<file path="src/rtl/imem_loader_pkg.sv">
// imem_loader_pkg: shared types and constants for the instruction memory loader.
package imem_loader_pkg;
  localparam int LEN_W = 16;
  localparam int HDR_BYTES = 2;
  typedef enum logic [2:0] {IDLE, LEN_LO, LEN_HI, DATA, CSUM, RUN, ERR} state_t;
endpackage

</file>
<file path="src/rtl/imem_loader_csum.sv">
// loader_csum: 8-bit running sum of payload bytes, used only with IMEM_LOADER_CSUM_EN.
`ifdef IMEM_LOADER_CSUM_EN
module loader_csum (
  input  logic       clock,
  input  logic       reset,
  input  logic       clear,
  input  logic       en,
  input  logic [7:0] data,
  output logic [7:0] sum
);
  always_ff @(posedge clock)
    if (!reset || clear) sum <= '0;
    else if (en) sum <= sum + data;
endmodule
`endif

</file>
<file path="src/rtl/imem_loader.sv">
// imem_loader: length-prefixed byte image loader into instruction memory; owns cpu run/hold.
// Define IMEM_LOADER_CSUM_EN to require a trailing checksum byte after the payload.
module imem_loader
  import imem_loader_pkg::*;
#(
  parameter int MEM_BYTES = 64,
  parameter int ADDR_W = 6
) (
  input  logic              clock,
  input  logic              reset,
  input  logic              start,
  input  logic              in_valid,
  input  logic [7:0]        in_byte,
  output logic              in_ready,
  output logic              mem_we,
  output logic [ADDR_W-1:0] mem_addr,
  output logic [7:0]        mem_wdata,
  output logic              cpu_run,
  output logic              busy,
  output logic              error
);
  state_t state, nxt;
  logic [HDR_BYTES*8-1:0] len;
  logic [LEN_W-1:0] cnt, hdr_len;
  logic xfer, load;
`ifdef IMEM_LOADER_CSUM_EN
  localparam state_t POST = CSUM;
  logic [7:0] sum;
  loader_csum u_csum (
    .clock(clock),
    .reset(reset),
    .clear(load),
    .en(xfer && state == DATA),
    .data(in_byte),
    .sum(sum)
  );
`else
  localparam state_t POST = RUN;
`endif
  assign in_ready = state inside {LEN_LO, LEN_HI, DATA, CSUM};
  assign busy = in_ready;
  assign cpu_run = state == RUN;
  assign error = state == ERR;
  assign xfer = in_valid && in_ready;
  assign load = start && state inside {IDLE, RUN, ERR};
  assign hdr_len = {in_byte, len[7:0]};
  always_ff @(posedge clock)
    if (!reset) state <= IDLE;
    else state <= nxt;
  always_comb begin
    nxt = state;
    case (state)
      IDLE:     nxt = start ? LEN_LO : IDLE;
      LEN_LO:   nxt = xfer ? LEN_HI : LEN_LO;
      LEN_HI:   if (xfer) nxt = hdr_len > LEN_W'(MEM_BYTES) ? ERR : hdr_len == '0 ? POST : DATA;
      DATA:     if (xfer && cnt == len - 1'b1) nxt = POST;
`ifdef IMEM_LOADER_CSUM_EN
      CSUM:     if (xfer) nxt = in_byte == sum ? RUN : ERR;
`endif
      RUN, ERR: nxt = start ? LEN_LO : state;
      default:  nxt = IDLE;
    endcase
  end
  always_ff @(posedge clock)
    if (!reset) begin
      len <= '0;
      cnt <= '0;
      mem_we <= 1'b0;
      mem_addr <= '0;
      mem_wdata <= '0;
    end else begin
      mem_we <= xfer && state == DATA;
      if (load) cnt <= '0;
      if (xfer && state == LEN_LO) len[7:0] <= in_byte;
      if (xfer && state == LEN_HI) len <= hdr_len;
      if (xfer && state == DATA) begin
        mem_addr <= cnt[ADDR_W-1:0];
        mem_wdata <= in_byte;
        cnt <= cnt + 1'b1;
      end
    end
endmodule

</file>
<file path="config.mk">
export PLATFORM = sky130hd
export DESIGN_NAME = imem_loader
export DESIGN_NICKNAME = d
export VERILOG_FILES = /design/src/rtl/imem_loader_pkg.sv /design/src/rtl/imem_loader_csum.sv /design/src/rtl/imem_loader.sv
export SDC_FILE = /design/constraint.sdc
export NUM_CORES = 1
export LEC_CHECK = 0
export CAP_MARGIN = 15
export CORE_MARGIN = 1
export CORE_UTILIZATION = 32
export DETAILED_ROUTE_END_ITERATION = 10
export REMOVE_ABC_BUFFERS = 1
export SYNTH_ARGS = -nofsm -noshare
export SYNTH_HDL_FRONTEND = slang
export SYNTH_SLANG_ARGS = --single-unit
</file>
<file path="constraint.sdc">
create_clock -name clock -period 2.8 [get_ports clock]
set_clock_uncertainty 0.05 [all_clocks]
set_input_delay 0.84 -clock clock [delete_from_list [all_inputs] [get_ports clock]]
set_output_delay 0.84 -clock clock [all_outputs]
set_load 0.01 [all_outputs]
</file>
==> reports/metrics.yaml <==
status: "finished, final reports clean"
coreArea_um2: 8260
io_pins: 31
synth_top_family_by_area: "simple AND/OR/NAND/NOR gates"
ys_ff_latch: 50
grt_pass1_vias: 2308
postCtsResizedCells: 0
power.density_nw_per_um2: 454
crit_chain: "xnor2_1, clkdlybuf4s50_1"
crit_type: "flop to output pin"
grt_usage_pct: 16.6
grt_max_degree: 28
cts_tree: "yes"
drtAntennaViolNets: 0
drc_errors: 0
max_cap_viol_count: 0
n_antenna_cell: 0
hp-class: "flop to flop"
start_util_pct: 33.2
synth.area.top_cells: "dfxtp_1, nand2_1, a21boi_0"
yosys_warnings: 0
antenna_found_initial: 0
post-synth-top-count-cell: "nand2_1"
post-cts-setup-buffers: 0
cp.depth: 2
crit_path_max_fanout: 11
grt_pass1_wl_um: 11500
portBuffers: 30
muxShareOfSynthArea_pct: 5.16
dr.first_iter.drc_count: 172
hold_violations: 0
routed_wl_um: 6950
ff2ff_path_depth: 7
dr.pass1.iters: 4
die_w_um: 94.5
yosysTopAreaCell: "dfxtp_1"
p_leak_nw: 1.20
setup_viol: 0
row_count: 33
holdBufCountCts: 0
r2r-end: "state[1]$_SDFFE_PN0P_"
final_nets: 400
fin_crit_ns: 2.58
synth-compound-area-share_pct: 17.7
fillCellCount: 879
drv_slew: 0
synth_top_area_share_pct: 36.5
tightestPinTransition_ns: 0.439
dpl_cell_area_um2: 3240
path_delay_family: "buffers and inverters"
critPathRequiredTime_ns: 1.91
clk_pin_slew_worst_paths_ns: 0.11
synth-simple-area-share_pct: 28.7
max_stage_delay_ns: 0.59
gp_congestion: 0.882
cp-endpoint: "in_ready"
r2r_start: "len[2]$_SDFFE_PN0P_"
clockRootBuffer: "clkbuf_8"
regToRegSetupSlack_ns: 0.30
synthArstFlopShare_pct: 0
overflow: 0
fin_area_um2: 3330
cp_num_buf_inv: 1
dieArea_um2: 8940
dominantRegCellSynth: "dfxtp_1"
synthCells: 350
cp-end-kind: "output pin"
htreeDepth: 2
synth_area_um2: 2740
avgSynthCellArea_um2: 7.83
max_freq_ghz: 0.388
startpoint_type: "flop"
yosysSeqAreaShare_pct: 36.5
synthTopCellsByCount: "nand2_1, dfxtp_1, a21boi_0"
max-vdd-ir-drop_uv: 175
rsz0062_at_grt: "no"
drive_gt1_share_pct: 9.30
cpMaxStageDelayCell: "clkdlybuf4s50_1"
vias: 2504
area_growth_pct: 21.6
die_y_um: 94.5
cts_num_sinks: 50
max-slew-margin-rel_pct: 70.5
tns_ns: 0
cts_made_buffers: 5
insertion_delay_ns: 0.32
routed_via_density: 5.09
hpwl_um: 5180
clockBufferDepth: 2
yosysUniqueCellTypes: 44
crit_path_start: "state[2]$_SDFFE_PN0P_"
routedWlPerCell_um: 14.1
synthAdderAreaFrac_pct: 0.913
synth-edff-count: 0
timing.final.crit_share_pct: 92.1
crit_arrival_ns: 1.69
synth_xor_area_share_pct: 7.31
[cells in the final DEF, fill, tap and decap left out, drive strengths merged, types with 2 or more instances in the layout]
cell type / instances
or3: 3
inv: 7
ha: 2
nor3: 10
nor3b: 2
nor4: 6
a31oi: 5
clkdlybuf4s50: 30
a21oi: 15
mux2i: 13
nand3: 17
xor2: 9
o21a: 2
o21ai: 21
and2: 9
nor2: 16
and3: 4
a21boi: 24
nand2: 68
nand4: 2
nand2b: 3
buf: 20
clkbuf: 5
or4: 2
nor2b: 13
xnor2: 13
or2: 2
dfxtp: 50
[state kept, by name, summed over array words and instances, names as in the netlist]
name and flops:
len 16, cnt 16, state 3, mem_wdata 8, mem_addr 6, mem_we 1
[stage by stage]
stage	worst slack (ns)	power [mW]	util, %	std cells	hold slack (ns)
after floorplan	0.262	0.947	-	329	0.401
after global placement	0.224	1.06	39.2	484	0.404
after detailed placement	0.168	1.07	39.2	484	0.410
after CTS	0.215	1.53	40.4	492	0.426
after global routing	0.0471	1.59	40.4	492	0.445
final	0.222	1.51	40.4	492	0.418
[report_power, final]
| group | leakage, nW | switching [mW] | internal [mW] |
|---|---|---|---|
| sequential | 0.404 | 0.0184 | 0.725 |
| combinational | 0.750 | 0.160 | 0.150 |
| clock | 0.0491 | 0.276 | 0.185 |
[worst reg2reg max path: stages (launching register included)]
cell and delay (ns):
dfxtp_1 0.39, nor4_1 0.46, nand2_1 0.30, nor3_1 0.37, a211o_1 0.18, nand3_1 0.09
a2111oi_2 0.44, o2bb2ai_1 0.12
[worst min path at each step]
stage,start,end,slack (ns),depth (start not counted)
final,mem_wdata[6]$_SDFFE_PN0P_,mem_wdata[6]$_SDFFE_PN0P_,0.42,2
after global routing,mem_wdata[2]$_SDFFE_PN0P_,mem_wdata[2]$_SDFFE_PN0P_,0.44,2
after CTS,mem_wdata[6]$_SDFFE_PN0P_,mem_wdata[6]$_SDFFE_PN0P_,0.43,2
after detailed placement,mem_wdata[6]$_SDFFE_PN0P_,mem_wdata[6]$_SDFFE_PN0P_,0.41,2
after global placement,mem_wdata[6]$_SDFFE_PN0P_,mem_wdata[6]$_SDFFE_PN0P_,0.40,2
after floorplan,len[1]$_SDFFE_PN0P_,len[1]$_SDFFE_PN0P_,0.40,2
[layer usage]
| layer | global-route usage, % | vias to the layer above | routed length (um) |
|---|---|---|---|
| met5 | 0 | - | 0 |
| met1 | 23.4 | 1166 | 3460 |
| li1 | - | 1275 | - |
| met3 | 2.42 | 10 | 267 |
| met4 | 7.07 | 0 | 117 |
| met2 | 25.1 | 53 | 3110 |
[cell type report]
| class | count | area, um^2 | share of cell area [%] |
|---|---|---|---|
| Multi-Input combinational cell | 274 | 1640 | 49.1 |
| Sequential cell | 50 | 1000 | 30.0 |
| Timing Repair Buffer | 50 | 450 | 13.5 |
| Tap cell | 105 | 131 | 3.94 |
| Clock buffer | 5 | 68.8 | 2.06 |
| Clock inverter | 3 | 26.3 | 0.788 |
| Inverter | 5 | 18.8 | 0.563 |
[cell families after synthesis]
| kind of cell | count (synthesis) |
|---|---|
| and+or+nand+nor | 161 |
| xor gates and xnor gates | 22 |
| adders and majority gates | 2 |
| buffers and inverters | 26 |
| DFF | 50 |
| AOI/OAI and AO/OA | 75 |
| muxes | 14 |
Note: power is estimated with default switching activity, not from simulation.
